<file path="src/rtl/mu2f_pkg.sv">
// Shared widths, stream FSM state and pointer search helpers for the MU track scheduler.
// Pure declarations: no latency, no backpressure.
package mu2f_pkg;

    localparam int NUM_TRACKS = 5;
    localparam int BURST_W    = 8;
    localparam int PTR_W      = $clog2(NUM_TRACKS);

    typedef enum logic {
        IDLE = 1'b0,
        RUN  = 1'b1
    } stream_state_t;

    function automatic logic [PTR_W-1:0] lowest_set_bit(input logic [NUM_TRACKS-1:0] mask);
        logic [PTR_W-1:0] res;
        res = '0;
        for (int i = NUM_TRACKS - 1; i >= 0; i--) begin
            if (mask[i]) res = PTR_W'(i);
        end
        return res;
    endfunction

    // Cyclic search strictly above cur; a mask holding only cur returns cur itself.
    function automatic logic [PTR_W-1:0] next_set_bit(input logic [NUM_TRACKS-1:0] mask,
                                                     input logic [PTR_W-1:0]      cur);
        logic [PTR_W-1:0] res;
        logic [PTR_W-1:0] idx;
        logic             found;
        res   = cur;
        found = 1'b0;
        for (int i = 1; i <= NUM_TRACKS; i++) begin
            idx = PTR_W'((int'(cur) + i) % NUM_TRACKS);
            if (!found && mask[idx]) begin
                res   = idx;
                found = 1'b1;
            end
        end
        return res;
    endfunction

endpackage

</file>
<file path="src/rtl/mu2f_stream_rotator.sv">
// One stream's IDLE/RUN FSM, track pointer and burst counter; ptr/cnt update 1 cycle after the event.
// Observes handshakes only and never backpressures; clk_en=0 freezes all state.
module mu2f_stream_rotator
    import mu2f_pkg::*;
(
    input  logic                  clk,
    input  logic                  rst_n,
    input  logic                  clk_en,
    input  logic                  tile_en,
    input  logic [NUM_TRACKS-1:0] eff_mask,
    input  logic [BURST_W-1:0]    burst_len,
    input  logic                  reload,
    input  logic                  fire,
    output logic                  running,
    output logic [PTR_W-1:0]      ptr,
    output logic                  burst_done
);

    stream_state_t      state;
    logic [BURST_W-1:0] cnt;
    logic [BURST_W-1:0] last_cnt;
    logic               mask_any;
    logic               ptr_owned;

    assign last_cnt  = (burst_len == '0) ? '0 : burst_len - BURST_W'(1);
    assign mask_any  = |eff_mask;
    assign ptr_owned = eff_mask[ptr];
    assign running   = (state == RUN);

    // A fire only completes a burst when no higher-priority RUN action takes the cycle.
    assign burst_done = running & tile_en & mask_any & ~reload & ptr_owned & fire
                        & (cnt == last_cnt);

    always_ff @(posedge clk or negedge rst_n) begin
        if (!rst_n) begin
            state <= IDLE;
            ptr   <= '0;
            cnt   <= '0;
        end else if (clk_en) begin
            case (state)
                IDLE: begin
                    if (tile_en && mask_any) begin
                        state <= RUN;
                        ptr   <= lowest_set_bit(eff_mask);
                        cnt   <= '0;
                    end
                end
                RUN: begin
                    if (!tile_en || !mask_any) begin
                        state <= IDLE;
                        ptr   <= '0;
                        cnt   <= '0;
                    end else if (reload) begin
                        ptr <= lowest_set_bit(eff_mask);
                        cnt <= '0;
                    end else if (!ptr_owned) begin
                        ptr <= next_set_bit(eff_mask, ptr);
                        cnt <= '0;
                    end else if (fire) begin
                        if (cnt == last_cnt) begin
                            cnt <= '0;
                            ptr <= next_set_bit(eff_mask, ptr);
                        end else begin
                            cnt <= cnt + BURST_W'(1);
                        end
                    end
                end
                default: state <= IDLE;
            endcase
        end
    end

endmodule

</file>
<file path="src/rtl/mu2f_track_scheduler.sv">
// Rotates the two MU output streams across their owned fabric tracks in fixed-length bursts.
// Track controls follow registered state (1 cycle); handshakes are observed only, never stalled.
module mu2f_track_scheduler
    import mu2f_pkg::*;
(
    input  logic                  clk,
    input  logic                  rst_n,
    input  logic                  clk_en,
    input  logic                  tile_en,
    input  logic [NUM_TRACKS-1:0] cfg_track_mask_0,
    input  logic [NUM_TRACKS-1:0] cfg_track_mask_1,
    input  logic [BURST_W-1:0]    cfg_burst_len_0,
    input  logic [BURST_W-1:0]    cfg_burst_len_1,
    input  logic                  cfg_reload,
    input  logic                  mu2io_16_0_valid,
    input  logic                  mu2io_16_0_ready,
    input  logic                  mu2io_16_1_valid,
    input  logic                  mu2io_16_1_ready,
    output logic                  track_select_T0,
    output logic                  track_select_T1,
    output logic                  track_select_T2,
    output logic                  track_select_T3,
    output logic                  track_select_T4,
    output logic                  track_active_T0,
    output logic                  track_active_T1,
    output logic                  track_active_T2,
    output logic                  track_active_T3,
    output logic                  track_active_T4,
    output logic                  burst_done_0,
    output logic                  burst_done_1,
    output logic                  cfg_err
);

    logic [NUM_TRACKS-1:0] eff_mask_0;
    logic [NUM_TRACKS-1:0] eff_mask_1;
    logic                  fire_0;
    logic                  fire_1;
    logic                  run_0;
    logic                  run_1;
    logic [PTR_W-1:0]      ptr_0;
    logic [PTR_W-1:0]      ptr_1;
    logic [NUM_TRACKS-1:0] active;
    logic [NUM_TRACKS-1:0] select;

    // Stream 0 owns any track both streams claim, so the effective masks are disjoint.
    assign eff_mask_0 = cfg_track_mask_0;
    assign eff_mask_1 = cfg_track_mask_1 & ~cfg_track_mask_0;

    assign fire_0 = mu2io_16_0_valid & mu2io_16_0_ready & clk_en & tile_en;
    assign fire_1 = mu2io_16_1_valid & mu2io_16_1_ready & clk_en & tile_en;

    mu2f_stream_rotator u_rot_0 (
        .clk        (clk),
        .rst_n      (rst_n),
        .clk_en     (clk_en),
        .tile_en    (tile_en),
        .eff_mask   (eff_mask_0),
        .burst_len  (cfg_burst_len_0),
        .reload     (cfg_reload),
        .fire       (fire_0),
        .running    (run_0),
        .ptr        (ptr_0),
        .burst_done (burst_done_0)
    );

    mu2f_stream_rotator u_rot_1 (
        .clk        (clk),
        .rst_n      (rst_n),
        .clk_en     (clk_en),
        .tile_en    (tile_en),
        .eff_mask   (eff_mask_1),
        .burst_len  (cfg_burst_len_1),
        .reload     (cfg_reload),
        .fire       (fire_1),
        .running    (run_1),
        .ptr        (ptr_1),
        .burst_done (burst_done_1)
    );

    always_comb begin
        active = '0;
        select = '0;
        for (int k = 0; k < NUM_TRACKS; k++) begin
            if (run_0 && (ptr_0 == PTR_W'(k))) active[k] = 1'b1;
            if (run_1 && (ptr_1 == PTR_W'(k))) begin
                active[k] = 1'b1;
                select[k] = 1'b1;
            end
        end
    end

    assign track_active_T0 = active[0];
    assign track_active_T1 = active[1];
    assign track_active_T2 = active[2];
    assign track_active_T3 = active[3];
    assign track_active_T4 = active[4];
    assign track_select_T0 = select[0];
    assign track_select_T1 = select[1];
    assign track_select_T2 = select[2];
    assign track_select_T3 = select[3];
    assign track_select_T4 = select[4];

    // Stream 0's effective mask equals its raw mask, so only stream 1 can be starved.
    always_ff @(posedge clk or negedge rst_n) begin
        if (!rst_n) begin
            cfg_err <= 1'b0;
        end else if (clk_en) begin
            cfg_err <= (|cfg_track_mask_1) & ~(|eff_mask_1);
        end
    end

endmodule

</file>
<file path="config.mk">
export PLATFORM = sky130hd
export DESIGN_NAME = mu2f_track_scheduler
export DESIGN_NICKNAME = d
export VERILOG_FILES = /design/src/rtl/mu2f_pkg.sv /design/src/rtl/mu2f_stream_rotator.sv /design/src/rtl/mu2f_track_scheduler.sv
export SDC_FILE = /design/constraint.sdc
export NUM_CORES = 1
export LEC_CHECK = 0
export ABC_AREA = 1
export CORE_MARGIN = 2
export CORE_UTILIZATION = 29
export DETAILED_ROUTE_END_ITERATION = 12
export GPL_TIMING_DRIVEN = 0
export PLACE_DENSITY = 0.45
export SLEW_MARGIN = 25
export SYNTH_ARGS = -nofsm -noshare
export SYNTH_HDL_FRONTEND = slang
export SYNTH_SLANG_ARGS = --single-unit
</file>
<file path="constraint.sdc">
create_clock -name clk -period 4.6 [get_ports clk]
set_clock_uncertainty 0.05 [all_clocks]
set_input_delay 0.92 -clock clk [delete_from_list [all_inputs] [get_ports clk]]
set_output_delay 0.92 -clock clk [all_outputs]
set_load 0.02 [all_outputs]
</file>
**Word-level counts from Yosys, hierarchy flattened**

Cells that the tools add are included.

- Bitwise logic cells: 25
- Mux-type cells: 213
- $lt $le $gt $ge: 12
- Div/mod/pow operators: 10
- Equality and inequality tests: 16
- Add/subtract/negate cells: 14
- Reductions and logical operators: 60

Operator list:

| operator | number |
|---|---|
| modulo 32 x 4 -> 32 bit (second input constant) | 10 |
| two-way mux 1 bit | 141 |
| two-way mux 3 bit | 40 |
| two-way mux 8 bit | 14 |
| less-than comparator 3 x 4 -> 1 bit (second input constant) | 12 |
| binary-select mux 1 bit (select 3 bit) | 12 |
| one-hot mux 8 bit (2 select lines) | 2 |
| logical AND 1 bit | 28 |
| AND 1 bit | 19 |
| logical NOT 1 bit | 19 |
| adder 3 x 2 -> 4 bit (second input constant) | 4 |
| adder 3 x 3 -> 4 bit (second input constant) | 4 |
| adder 8 x 1 -> 8 bit (second input constant) | 2 |
| equality test 8 bit | 2 |
| logical NOT 8 bit | 2 |
| subtractor 8 x 1 -> 8 bit (second input constant) | 2 |
| OR reduction 5 bit | 3 |
| equality test 3 x 2 -> 1 bit (second input constant) | 4 |
| one-hot mux 3 bit (2 select lines) | 2 |
| inequality test 5 x 4 -> 1 bit (second input constant) | 2 |
| inequality test 5 bit (second input constant) | 2 |
| adder 3 x 1 -> 4 bit (second input constant) | 2 |
| AND reduction 4 bit | 2 |
| equality test 3 x 1 -> 1 bit (second input constant) | 2 |
| 9 further kinds | 18 |

- Output and inout bits: 13
- Logic and storage cells: 357
- Register bits: 25
- Input port bits: 35

**Logic depth before layout (Yosys ltp)**

Gate-level depths: netlist of run 1.

- Word-level depth: 51
- Mapped depth: 30
- Mapped depth without buffers: 29

**Hierarchy**

Synthesis of run 1 repeated with hierarchy kept, for this count alone.

- Cells, all modules: 926
- Area, all modules: 5564.1 um^2

By module, submodules not included:

| module | area each (um^2) | cells each | instances | seq. area each (um^2) |
|---|---|---|---|---|
| mu2f_stream_rotator at u_rot_1 | 2683.8 | 441 | 1 | 300.3 |
| mu2f_stream_rotator at u_rot_0 | 2598.7 | 426 | 1 | 300.3 |
| mu2f_track_scheduler | 281.5 | 59 | 1 | 25.0 |

**Worst setup path after synthesis of run 1**

Ideal clock, no wire load.

- Kind: register -> register
- Start: reg u_rot_1.ptr[0]
- End: reg u_rot_1.ptr[2]
- Data required time: 4434 ps
- Buffers on the path: 3
- Arrival time: 3541 ps
- Path slack: 892 ps
- Clock period less this slack: 3708 ps
- Cell stages (with the launch flop): 31
- Setup time: 116 ps
- Path through: dfrtp_1 buf_4 inv_1 buf_2 ha_1 nand2_1 and2_1 buf_6 xor2_1 ha_1 fa_1 nand3_2 nand2_1 nand2_1 nand2_1 nand3_1 nand2_1 nand2_1 nand2_1 inv_2 nand3_4 nor2_8 nand3_1 nand2_1 inv_1 nand2_1 nand2_1 nand2_1 nand2_1 nand2_1 nand2_1

- Word-level cells in the longest chain between the ends: 51
- Elaborated cells between the ends (all ways): 111
- Those cells by class: add/sub (5); div (5); eq/ne (2); mux (82); reduce/logical (17)

Ends and longest elaborated chain:

| what | line | text |
|---|---|---|
| from (decl) | mu2f_stream_rotator.sv:15 | `output logic [PTR_W-1:0] ptr,` |
| from (signal assigned) | mu2f_stream_rotator.sv:44 | `ptr <= lowest_set_bit(eff_mask);` |
| from (signal assigned) | mu2f_stream_rotator.sv:54 | `ptr <= lowest_set_bit(eff_mask);` |
| from (signal assigned) | mu2f_stream_rotator.sv:57 | `ptr <= next_set_bit(eff_mask, ptr);` |
| adder 3 x 1 -> 4 bit | mu2f_pkg.sv:32 | `idx = PTR_W'((int'(cur) + i) % NUM_TRACKS);` |
| modulo 32 x 4 -> 32 bit | mu2f_pkg.sv:32 |  |
| binary-select mux 1 bit (select 3 bit) | mu2f_pkg.sv:33 | `if (!found && mask[idx]) begin` |
| two-way mux 1 bit (not written as such) | mu2f_pkg.sv:33 |  |
| two-way mux 1 bit | mu2f_pkg.sv:33 |  |
| two-way mux 1 bit | mu2f_stream_rotator.sv:60 | `if (cnt == last_cnt) begin` |
| two-way mux 1 bit | mu2f_stream_rotator.sv:59 | `end else if (fire) begin` |
| two-way mux 1 bit | mu2f_stream_rotator.sv:56 | `end else if (!ptr_owned) begin` |
| [... 35 more ...] | - |  |
| logical AND 1 bit | mu2f_pkg.sv:33 |  |
| two-way mux 3 bit | mu2f_pkg.sv:33 |  |
| two-way mux 3 bit | mu2f_stream_rotator.sv:60 |  |
| two-way mux 3 bit | mu2f_stream_rotator.sv:59 |  |
| two-way mux 3 bit | mu2f_stream_rotator.sv:56 |  |
| two-way mux 3 bit | mu2f_stream_rotator.sv:53 | `end else if (reload) begin` |
| two-way mux 3 bit | mu2f_stream_rotator.sv:49 | `if (!tile_en \|\| !mask_any) begin` |
| one-hot mux 3 bit (2 select lines) | mu2f_stream_rotator.sv:40 | `case (state)` |

Several ways; a longest one is shown, not always the timed one. The select of a mux whose other input is x is not followed.
A chain may end at the register's enable or synchronous reset.

**Final worst setup path of run 1**

- Start: in cfg_track_mask_0[0]
- End: out burst_done_1

- Word-level cells in the longest chain between the ends: 8
- Elaborated cells between the ends (all ways): 10
- Those cells by class: mux (2); bitwise (7); reduce/logical (1)

Ends and longest elaborated chain:

| what | line | text |
|---|---|---|
| from (decl) | mu2f_track_scheduler.sv:10 | `input logic [NUM_TRACKS-1:0] cfg_track_mask_0,` |
| NOT 5 bit * | mu2f_track_scheduler.sv:47 | `assign eff_mask_1 = cfg_track_mask_1 & ~cfg_track_mask_0;` |
| AND 5 bit * | mu2f_track_scheduler.sv:47 |  |
| OR reduction 5 bit | mu2f_stream_rotator.sv:26 | `assign mask_any = \|eff_mask;` |
| AND 1 bit (2 in a row) | mu2f_stream_rotator.sv:31 | `assign burst_done = running & tile_en & mask_any & ~reload & ptr_owned & fire` |
| AND 1 bit * (2 in a row) | mu2f_stream_rotator.sv:31 |  |
| AND 1 bit * | mu2f_stream_rotator.sv:32 | `& (cnt == last_cnt);` |
| to (decl) | mu2f_track_scheduler.sv:30 | `output logic burst_done_1,` |

Mark *: on every way between the ends. The rest lies on a longest branch, timed or not. The select of a mux whose other input is x is not followed.

==> results.toml, run 1 <==
[run_status]
status = "finished clean"

[layout]
drive_gt1_share_pct = 10.3
nNetsFinal = 1030
area_growth_pct = 16.3
n_antenna_cell = 0
final_area_um2 = 6110

[routing]
wirelength_um = 15000
wl_per_cell_um = 12.9
viasPerCell = 4.68
drc_errors = 0
first_pass_iters = 4
drt-initial-drc-count = 258
antenna_left = 0
routed-via-count = 5444

[clock_tree]
root_buffer = "clkbuf_16"
htree_num_levels = 1
cts_buffers = 3
cts_tree = "yes"
cts.path.max_buffers = 2
clk_latency_ns = 0.27
hold_buffers = 0
post-cts-setup-buffers = 0
clk_pin_slew_ns = 0.06
cts_sinks = 25

[setup_path]
path_buf_inv = 4
worstPathArrival_ns = 3.29
crit_family = "buffers and inverters"
crit_required_ns = 3.63
path_common_cell = "nand2_1"
cpPeakStageDelay_ns = 0.53
critPathKind = "input port to output port"
slowest_stage = "clkdlybuf4s50_1"
startpoint_type = "input port"
path_cells = "clkdlybuf4s50_1 -> inv_2 -> nand2_1 -> inv_1 -> nor3_2 -> nand2_1 -> nand2_1 -> nor3_2 -> nand3_1 -> nor3b_1 -> dlygate4sd2_1"
worst_setup_path_end_kind = "output port"
cp_max_fo = 8

[synthesis]
syn_nets = 978
synth_cells = 884
synth_flop_cell = "dfrtp_1"
synth.area.top_cells = "nand2_1 (18%), ha_1 (14%), dfrtp_1 (12%)"
async_reset_ff_share_pct = 100
synth_warnings = 0
yosysSeqAreaShare_pct = 11.9
syn_avg_cell_area_um2 = 5.94
synth_area_um2 = 5260
synth_cell_types = 47
synth-edff-count = 0
synth-seq-cells = 25
yosysTopAreaCell = "nand2_1"
netlist.area_leader.share_pct = 17.5

[global_routing]
track_usage_pct = 15.5
antenna_found_initial = 0
grt_max_degree = 26
grt_pass1_wl_um = 25300
grt_overflow = 0
grt_pass1_vias = 5102

[sta]
fmax_mhz = 235
report.final.slew_viol_count = 0
tns_ns = 0
max-slew-margin-rel_pct = 58.5
rsz0062_at_grt = "no"
setup_viol = 0
period_share_pct = 92.7
tightest_slew_ns = 0.623
whs_ns = 0.445
hold_viol_final = 0
fin_crit_ns = 4.26

[floorplanning]
fp.dieH_um = 139
coreArea_um2 = 17800
initial_core_util_pct = 29.5
fp.dieArea_um2 = 19200
die_w_um = 139
rows = 49
ios = 48

[place]
place_area_um2 = 6010
place_hpwl_um = 12400
port_buffers = 47
gp_congestion = 0.849

[power_and_ir_drop]
powerDensity_nw_per_um2 = 713
p_leak_nw = 3.13
ir_drop_mv = 0.254

[worst_hold_path]
hp-class = "flip-flop to flip-flop"

[flow_run]
maxCapViolCount = 0
==> synthesized netlist by cell type, types with 6 or more instances <==
library cell / number
nand2_1: 245
inv_1: 123
nand3_1: 93
nor2_1: 66
ha_1: 58
a21oi_1: 31
o21ai_0: 29
xor2_1: 26
dfrtp_1: 25
nand2_2: 22
inv_2: 21
nand4_1: 20
o21ai_1: 19
nor3_1: 17
nand3_2: 10
o211ai_1: 7
clkbuf_1: 6
nand3b_1: 6
==> layer usage <==
layer / routed length, um / up-vias / track usage [%]
met5: 0 / - / 0
met3: 272 / 9 / 0.552
met1: 7900 / 2416 / 23.2
met2: 6620 / 64 / 24.7
met4: 185 / 0 / 3.56
li1: - / 2955 / -
==> kinds of logic (layout without fill, tap and decap cells) <==
logic type,after synthesis,after routing,synth area share (%)
buffers and inverters,158,209,11.9
AO/OA/AOI/OAI,110,110,12.0
XOR/XNOR,32,32,5.48
AND/OR/NAND/NOR,500,500,44.5
adder cells (fa/ha/maj),59,59,14.2
flip-flops,25,25,11.9
==> cell type report <==
class	count	area (um2)
Fill cell	2000	11700
Inverter	145	547
Sequential cell	25	628
Tap cell	229	287
Timing Repair Buffer	47	457
Clock inverter	1	7.51
Buffer	13	83.8
Clock buffer	3	75.1
Multi-Input combinational cell	701	4030
==> layout by cell type, fill, tap and decap left out, types with 23 or more instances in the layout <==
master             n
clkdlybuf4s50_1   42
nand2_1          245
inv_1            123
o21ai_0           28
dfrtp_1           23
xor2_1            26
ha_1              58
a21oi_1           31
nor2_1            63
nand3_1           93
==> what timing repair did <==
action	in CTS	in global routing
cloned	0	0
gates resized for setup	10	11
setup endpoints to repair	2	7
==> report_power, final <==
part	switching [W]	internal [W]	leakage [nW]
Combinational	0.00253	0.00131	2.76
Clock	0.0000882	0.000119	0.0371
Sequential	0.0000631	0.000248	0.333
Total	0.00268	0.00168	3.13
==> stage by stage <==
step / instances / worst slack (ns) / utilization [%] / total power, W
2_1_floorplan: 884 / 0.892 / - / 0.00337
3_3_place_gp: 1160 / -0.396 / 33.7 / 0.00416
3_5_place_dp: 1160 / -0.418 / 33.7 / 0.00414
4_1_cts: 1164 / 0.0765 / 34.2 / 0.00437
5_1_grt: 1164 / 0.00453 / 34.3 / 0.00495
6_report: 1164 / 0.337 / 34.3 / 0.00436
==> worst paths after layout <==
| kind | start | end | slack, ns | depth (start not counted) |
|---|---|---|---|---|
| max | cfg_track_mask_0[0] | burst_done_1 | 0.34 | 11 |
| min | u_rot_0.cnt[7]$_DFFE_PN0P_ | u_rot_0.cnt[7]$_DFFE_PN0P_ | 0.44 | 1 |
| max reg2reg | u_rot_0.ptr[0]$_DFFE_PN0P_ | u_rot_0.ptr[0]$_DFFE_PN0P_ | 0.36 | 25 |
| min reg2reg | u_rot_0.cnt[7]$_DFFE_PN0P_ | u_rot_0.cnt[7]$_DFFE_PN0P_ | 0.44 | 1 |
| max in group asynchronous | rst_n | u_rot_1.ptr[1]$_DFFE_PN0P_ | 3.45 | 1 |
| min in group asynchronous | rst_n | u_rot_0.cnt[7]$_DFFE_PN0P_ | 0.61 | 1 |
==> sequential cells by signal, summed over array words and instances, names as in the netlist <==
register         cells
u_rot_0.cnt          8
u_rot_1.cnt          8
u_rot_0.ptr          3
u_rot_1.ptr          3
cfg_err              1
u_rot_0.running      1
u_rot_1.running      1
(Power assumes the default switching activity.)
==> run 2: changes to the inputs <==
--- a/config.mk
+++ b/config.mk
@@ -7,10 +7,10 @@
 export LEC_CHECK = 0
 export ABC_AREA = 1
 export CORE_MARGIN = 2
-export CORE_UTILIZATION = 29
+export CORE_UTILIZATION = 55
 export DETAILED_ROUTE_END_ITERATION = 12
 export GPL_TIMING_DRIVEN = 0
-export PLACE_DENSITY = 0.45
+export PLACE_DENSITY = 0.76
 export SLEW_MARGIN = 25
 export SYNTH_ARGS = -nofsm -noshare
 export SYNTH_HDL_FRONTEND = slang
==> results.toml, run 2 (synthesis results as in run 1) <==
[sta]
rsz0062_at_grt = "no"
setup_slack_ns = 0.247
period_share_pct = 94.6
tightest_slew_ns = 0.562
fmax_mhz = 230
setup_viol = 0
whs_ns = 0.438
max-slew-margin-rel_pct = 62.5
report.final.slew_viol_count = 0
fin_crit_ns = 4.35
hold_viol_final = 0

[clock_tree]
cts_buffers = 3
post-cts-setup-buffers = 0
cts_tree = "yes"
cts.path.max_buffers = 2
htree_num_levels = 1
clk_latency_ns = 0.26
cts_sinks = 25
root_buffer = "clkbuf_8"
clk_pin_slew_ns = 0.09

[power_and_ir_drop]
p_leak_nw = 3.13
total_power_w = 0.00427
ir_drop_mv = 0.656
powerDensity_nw_per_um2 = 717

[flow_run]
maxCapViolCount = 0

[floorplanning]
rows = 35
coreArea_um2 = 9240
fp.dieH_um = 102
fp.dieArea_um2 = 10400
die_w_um = 102
ios = 48
initial_core_util_pct = 56.9

[place]
gp_congestion = 0.938
place_ws_ns = -0.119
place_hpwl_um = 11100
port_buffers = 47

[global_routing]
busiest_layer = "met2"
grt_use_met1_pct = 35.2
grt_use_met3_pct = 1.59
grt_pass1_wl_um = 22700
grt_max_degree = 26
met2_usage_pct = 46.2
antenna_found_initial = 0
track_usage_pct = 26.0
grt_pass1_vias = 5337
grt_overflow = 0

[setup_path]
crit_required_ns = 3.63
startpoint_type = "input port"
worst_setup_path_end_kind = "output port"
rr_worst_depth = 23
worstPathArrival_ns = 3.38
path_common_cell = "nand2_1"
cpPeakStageDelay_ns = 0.42
r2r-start = "u_rot_0.ptr[0]$_DFFE_PN0P_"
path_buf_inv = 4
critPathKind = "input port to output port"
slowest_stage = "clkdlybuf4s50_1"
reg2reg_to = "u_rot_0.ptr[1]$_DFFE_PN0P_"
cp_max_fo = 5
path_cells = "clkdlybuf4s50_1 -> inv_1 -> ha_1 -> nand2_1 -> nor2_1 -> nand2_1 -> nor2_1 -> nand2_1 -> inv_1 -> nor2_1 -> xor2_1 -> nor4_1 -> nand2_1 -> nor3_1 -> dlygate4sd2_1"
r2r_slack_ns = 0.39
crit_family = "simple AND/OR/NAND/NOR gates"

[layout]
drive_gt1_share_pct = 9.95
reg_top3 = "u_rot_0.cnt x8, u_rot_1.cnt x8"
nNetsFinal = 1030
n_fill_cell = 891
n_antenna_cell = 0
layout_commonest_cell = "nand2_1"
mostFrequentLayoutCells = "nand2_1 (245), inv_1 (123), nand3_1 (93)"
area_growth_pct = 13.4

[routing]
drt-initial-drc-count = 266
viasPerCell = 5.30
routed-via-count = 5636
drc_errors = 0
first_pass_iters = 6
wl_per_cell_um = 12.4
antenna_left = 0
wirelength_um = 13200

[worst_hold_path]
min_to = "u_rot_0.cnt[7]$_DFFE_PN0P_"
holdPathStages = 1
hp-start = "u_rot_0.cnt[7]$_DFFE_PN0P_"
hp-class = "flip-flop to flip-flop"

[run_status]
status = "finished clean"
## run 2: report_power, final
group	total, W	leakage [nW]	internal [W]	switching [W]
clock	0.000129	0.0228	0.0000618	0.0000673
combinational	0.00383	2.78	0.00131	0.00252
sequential	0.000310	0.333	0.000248	0.0000620
## run 2: repair_timing
item | 4_1_cts | 5_1_grt
gates resized for setup | 5 | 10
pin swaps | 0 | 0
hold buffers | 0 | 0
endpoints found under the setup margin | 2 | 7
## run 2: final cells by class
type                            count  area, um2  share of cell area, %
Tap cell                          129        161                   2.71
Multi-Input combinational cell    701       4030                   67.6
Sequential cell                    25        628                   10.5
Inverter                          145        547                   9.18
Buffer                             13       83.8                   1.41
Timing Repair Buffer               47        467                   7.83
Clock buffer                        4       45.0                  0.756
## run 2: worst max-delay path by stage
stage / start / endpoint / slack (ns) / cells past startpoint
after floorplan: u_rot_1.ptr[0]$_DFFE_PN0P_ / u_rot_1.ptr[2]$_DFFE_PN0P_ / 0.89 / 30
after global placement: cfg_track_mask_0[2] / burst_done_1 / -0.11 / 11
after detailed placement: cfg_track_mask_0[4] / burst_done_1 / -0.12 / 9
after CTS: cfg_track_mask_0[3] / burst_done_1 / 0.09 / 11
after global routing: u_rot_1.ptr[1]$_DFFE_PN0P_ / u_rot_1.ptr[0]$_DFFE_PN0P_ / 0.01 / 28
final: cfg_burst_len_0[0] / burst_done_0 / 0.25 / 15
## run 2: metal layers
metal	vias up	share of wire (%)
met1	2525	48
met2	149	47
li1	2952	-
met5	-	0
met4	0	0.64
met3	10	4.6
## run 2: through the flow
stage | instance area [um2] | util (%) | std cells | TNS [ns]
after floorplan | 5260 | - | 884 | 0
after global placement | 5890 | 63.7 | 1060 | -0.133
after detailed placement | 5880 | 63.7 | 1060 | -0.153
after CTS | 5940 | 64.3 | 1064 | 0
after global routing | 5960 | 64.5 | 1064 | 0
final | 5960 | 64.5 | 1064 | 0
==> run 3: changes to the inputs <==
==> constraint.sdc (replaced) <==
create_clock -name clk -period 4.6 [get_ports clk]
set_clock_uncertainty 0.05 [all_clocks]
set_input_delay 0.92 -clock clk [delete_from_list [all_inputs] [get_ports clk]]
set_output_delay 0.92 -clock clk [all_outputs]
set_load 0.05 [all_outputs]
==> results.toml, run 3 (synthesis results as in run 1) <==
[global_routing]
track_usage_pct = 26.0
antenna_found_initial = 0
grt_max_degree = 26
grt_pass1_wl_um = 22700
grt_overflow = 0
grt_pass1_vias = 5328

[sta]
setup_viol = 0
report.final.slew_viol_count = 0
period_share_pct = 93.9
hold_viol_final = 0
max-slew-margin-rel_pct = 62.3
tightest_slew_ns = 0.565
tns_ns = 0
fmax_mhz = 231
fin_crit_ns = 4.32
rsz0062_at_grt = "no"
setup_slack_ns = 0.278

[clock_tree]
cts_buffers = 3
cts_sinks = 25
htree_num_levels = 1
root_buffer = "clkbuf_8"
cts.path.max_buffers = 2
clk_latency_ns = 0.26
post-cts-setup-buffers = 0
clk_pin_slew_ns = 0.09
cts_tree = "yes"

[layout]
reg_top3 = "u_rot_0.cnt x8, u_rot_1.cnt x8"
n_antenna_cell = 0
layout_commonest_cell = "nand2_1"
area_growth_pct = 13.1
drive_gt1_share_pct = 10.2
nNetsFinal = 1030
n_fill_cell = 891
mostFrequentLayoutCells = "nand2_1 (245), inv_1 (123), nand3_1 (93)"

[floorplanning]
fp.dieH_um = 102
initial_core_util_pct = 56.9
die_w_um = 102
fp.dieArea_um2 = 10400
ios = 48
coreArea_um2 = 9240
rows = 35

[setup_path]
critPathKind = "input port to output port"
worst_setup_path_end_kind = "output port"
worstPathArrival_ns = 3.35
cp_max_fo = 5
crit_required_ns = 3.63
startpoint_type = "input port"

[run_status]
status = "finished clean"

[place]
port_buffers = 47
place_ws_ns = -0.318
place_hpwl_um = 11100
gp_congestion = 0.938

[routing]
drc_errors = 0
antenna_left = 0
viasPerCell = 5.29
drt-initial-drc-count = 220
wl_per_cell_um = 12.4
first_pass_iters = 5
wirelength_um = 13200
routed-via-count = 5632

[power_and_ir_drop]
internal_power_w = 0.00162
p_seq_share_pct = 7.2
p_leak_nw = 3.11
switching_share_pct = 62.3
ir_drop_mv = 0.659
comb_power_share_pct = 89.8
clockPowerShare_pct = 3.0
powerDensity_nw_per_um2 = 724
p_switching_w = 0.00268

[flow_run]
maxCapViolCount = 0

[worst_hold_path]
hp-class = "flip-flop to flip-flop"
==> run 3: cell count changes in the layout (fill, tap and decap cells not counted) <==
cell / previous run / this run
nor2_4: 3 / 1
clkdlybuf4s15_2: 0 / 1
nor2_2: 4 / 6
clkbuf_2: 1 / 2
dlymetal6s2s_1: 1 / 0
dlygate4sd2_1: 1 / 0
==> run 3: area by class of cell <==
class	instances	area, um2	area share [%]
repair buffers	47	462	7.77
well taps	129	161	2.72
inverters	145	547	9.20
flip-flops and latches	25	628	10.6
clock buffers	4	45.0	0.758
multi-input cells	701	4020	67.6
plain buffers	13	83.8	1.41
==> run 3: worst paths after layout <==
check                                           startpoint                    endpoint  slack, ns  cells after the start
worst max-delay path                    cfg_burst_len_0[0]                burst_done_0       0.28                     15
worst min-delay path            u_rot_0.cnt[7]$_DFFE_PN0P_  u_rot_0.cnt[7]$_DFFE_PN0P_       0.44                      1
worst max register to register  u_rot_0.ptr[0]$_DFFE_PN0P_  u_rot_0.ptr[1]$_DFFE_PN0P_       0.39                     23
worst min register to register  u_rot_0.cnt[7]$_DFFE_PN0P_  u_rot_0.cnt[7]$_DFFE_PN0P_       0.44                      1
max in group asynchronous                            rst_n  u_rot_1.ptr[1]$_DFFE_PN0P_       3.50                      1
min in group asynchronous                            rst_n  u_rot_0.cnt[3]$_DFFE_PN0P_       0.59                      1
==> run 3: routing by layer <==
metal	vias to the layer above	global-route usage, %	part of all wire, %
met2	151	46.1	47
li1	2955	-	-
met1	2516	35.2	48
met5	-	0	0
met4	0	4.37	0.66
met3	10	1.59	4.7
==> run 3: power by group through the flow <==
stage | Combinational [W] | Sequential [W] | Clock, W
after floorplan | 0.00311 | 0.000292 | 0
after global placement | 0.00366 | 0.000310 | 0
after detailed placement | 0.00381 | 0.000311 | 0
after CTS | 0.00383 | 0.000307 | 0.000131
after global routing | 0.00440 | 0.000315 | 0.000141
final | 0.00386 | 0.000311 | 0.000129
==> run 3: per-stage QoR <==
stage               hold slack, ns  utilization [%]  total power (W)  std cells  instance area (um2)
floorplan                    0.403                -          0.00340        884                 5260
global placement             0.424             63.7          0.00397       1060                 5890
detailed placement           0.431             63.7          0.00412       1060                 5880
CTS                          0.443             64.1          0.00427       1064                 5930
global route                 0.464             64.3          0.00485       1064                 5940
finish                       0.439             64.3          0.00430       1064                 5940
==> run 3: worst max-delay path, stage by stage <==
cell	delay [ns]
clkdlybuf4s50_1	0.42
inv_1	0.09
ha_1	0.17
nand2_1	0.07
nor2_1	0.14
nand2_1	0.12
nor2_1	0.10
nand2_1	0.12
inv_1	0.11
nor2_1	0.05
xor2_1	0.13
nor4_1	0.29
nand2_1	0.15
nor3_1	0.15
clkbuf_2	0.30
==> run 3: timing repair <==
item | in CTS | in global routing
resized for setup | 5 | 14
endpoints found under the setup margin | 2 | 8
hold buffers | 0 | 0
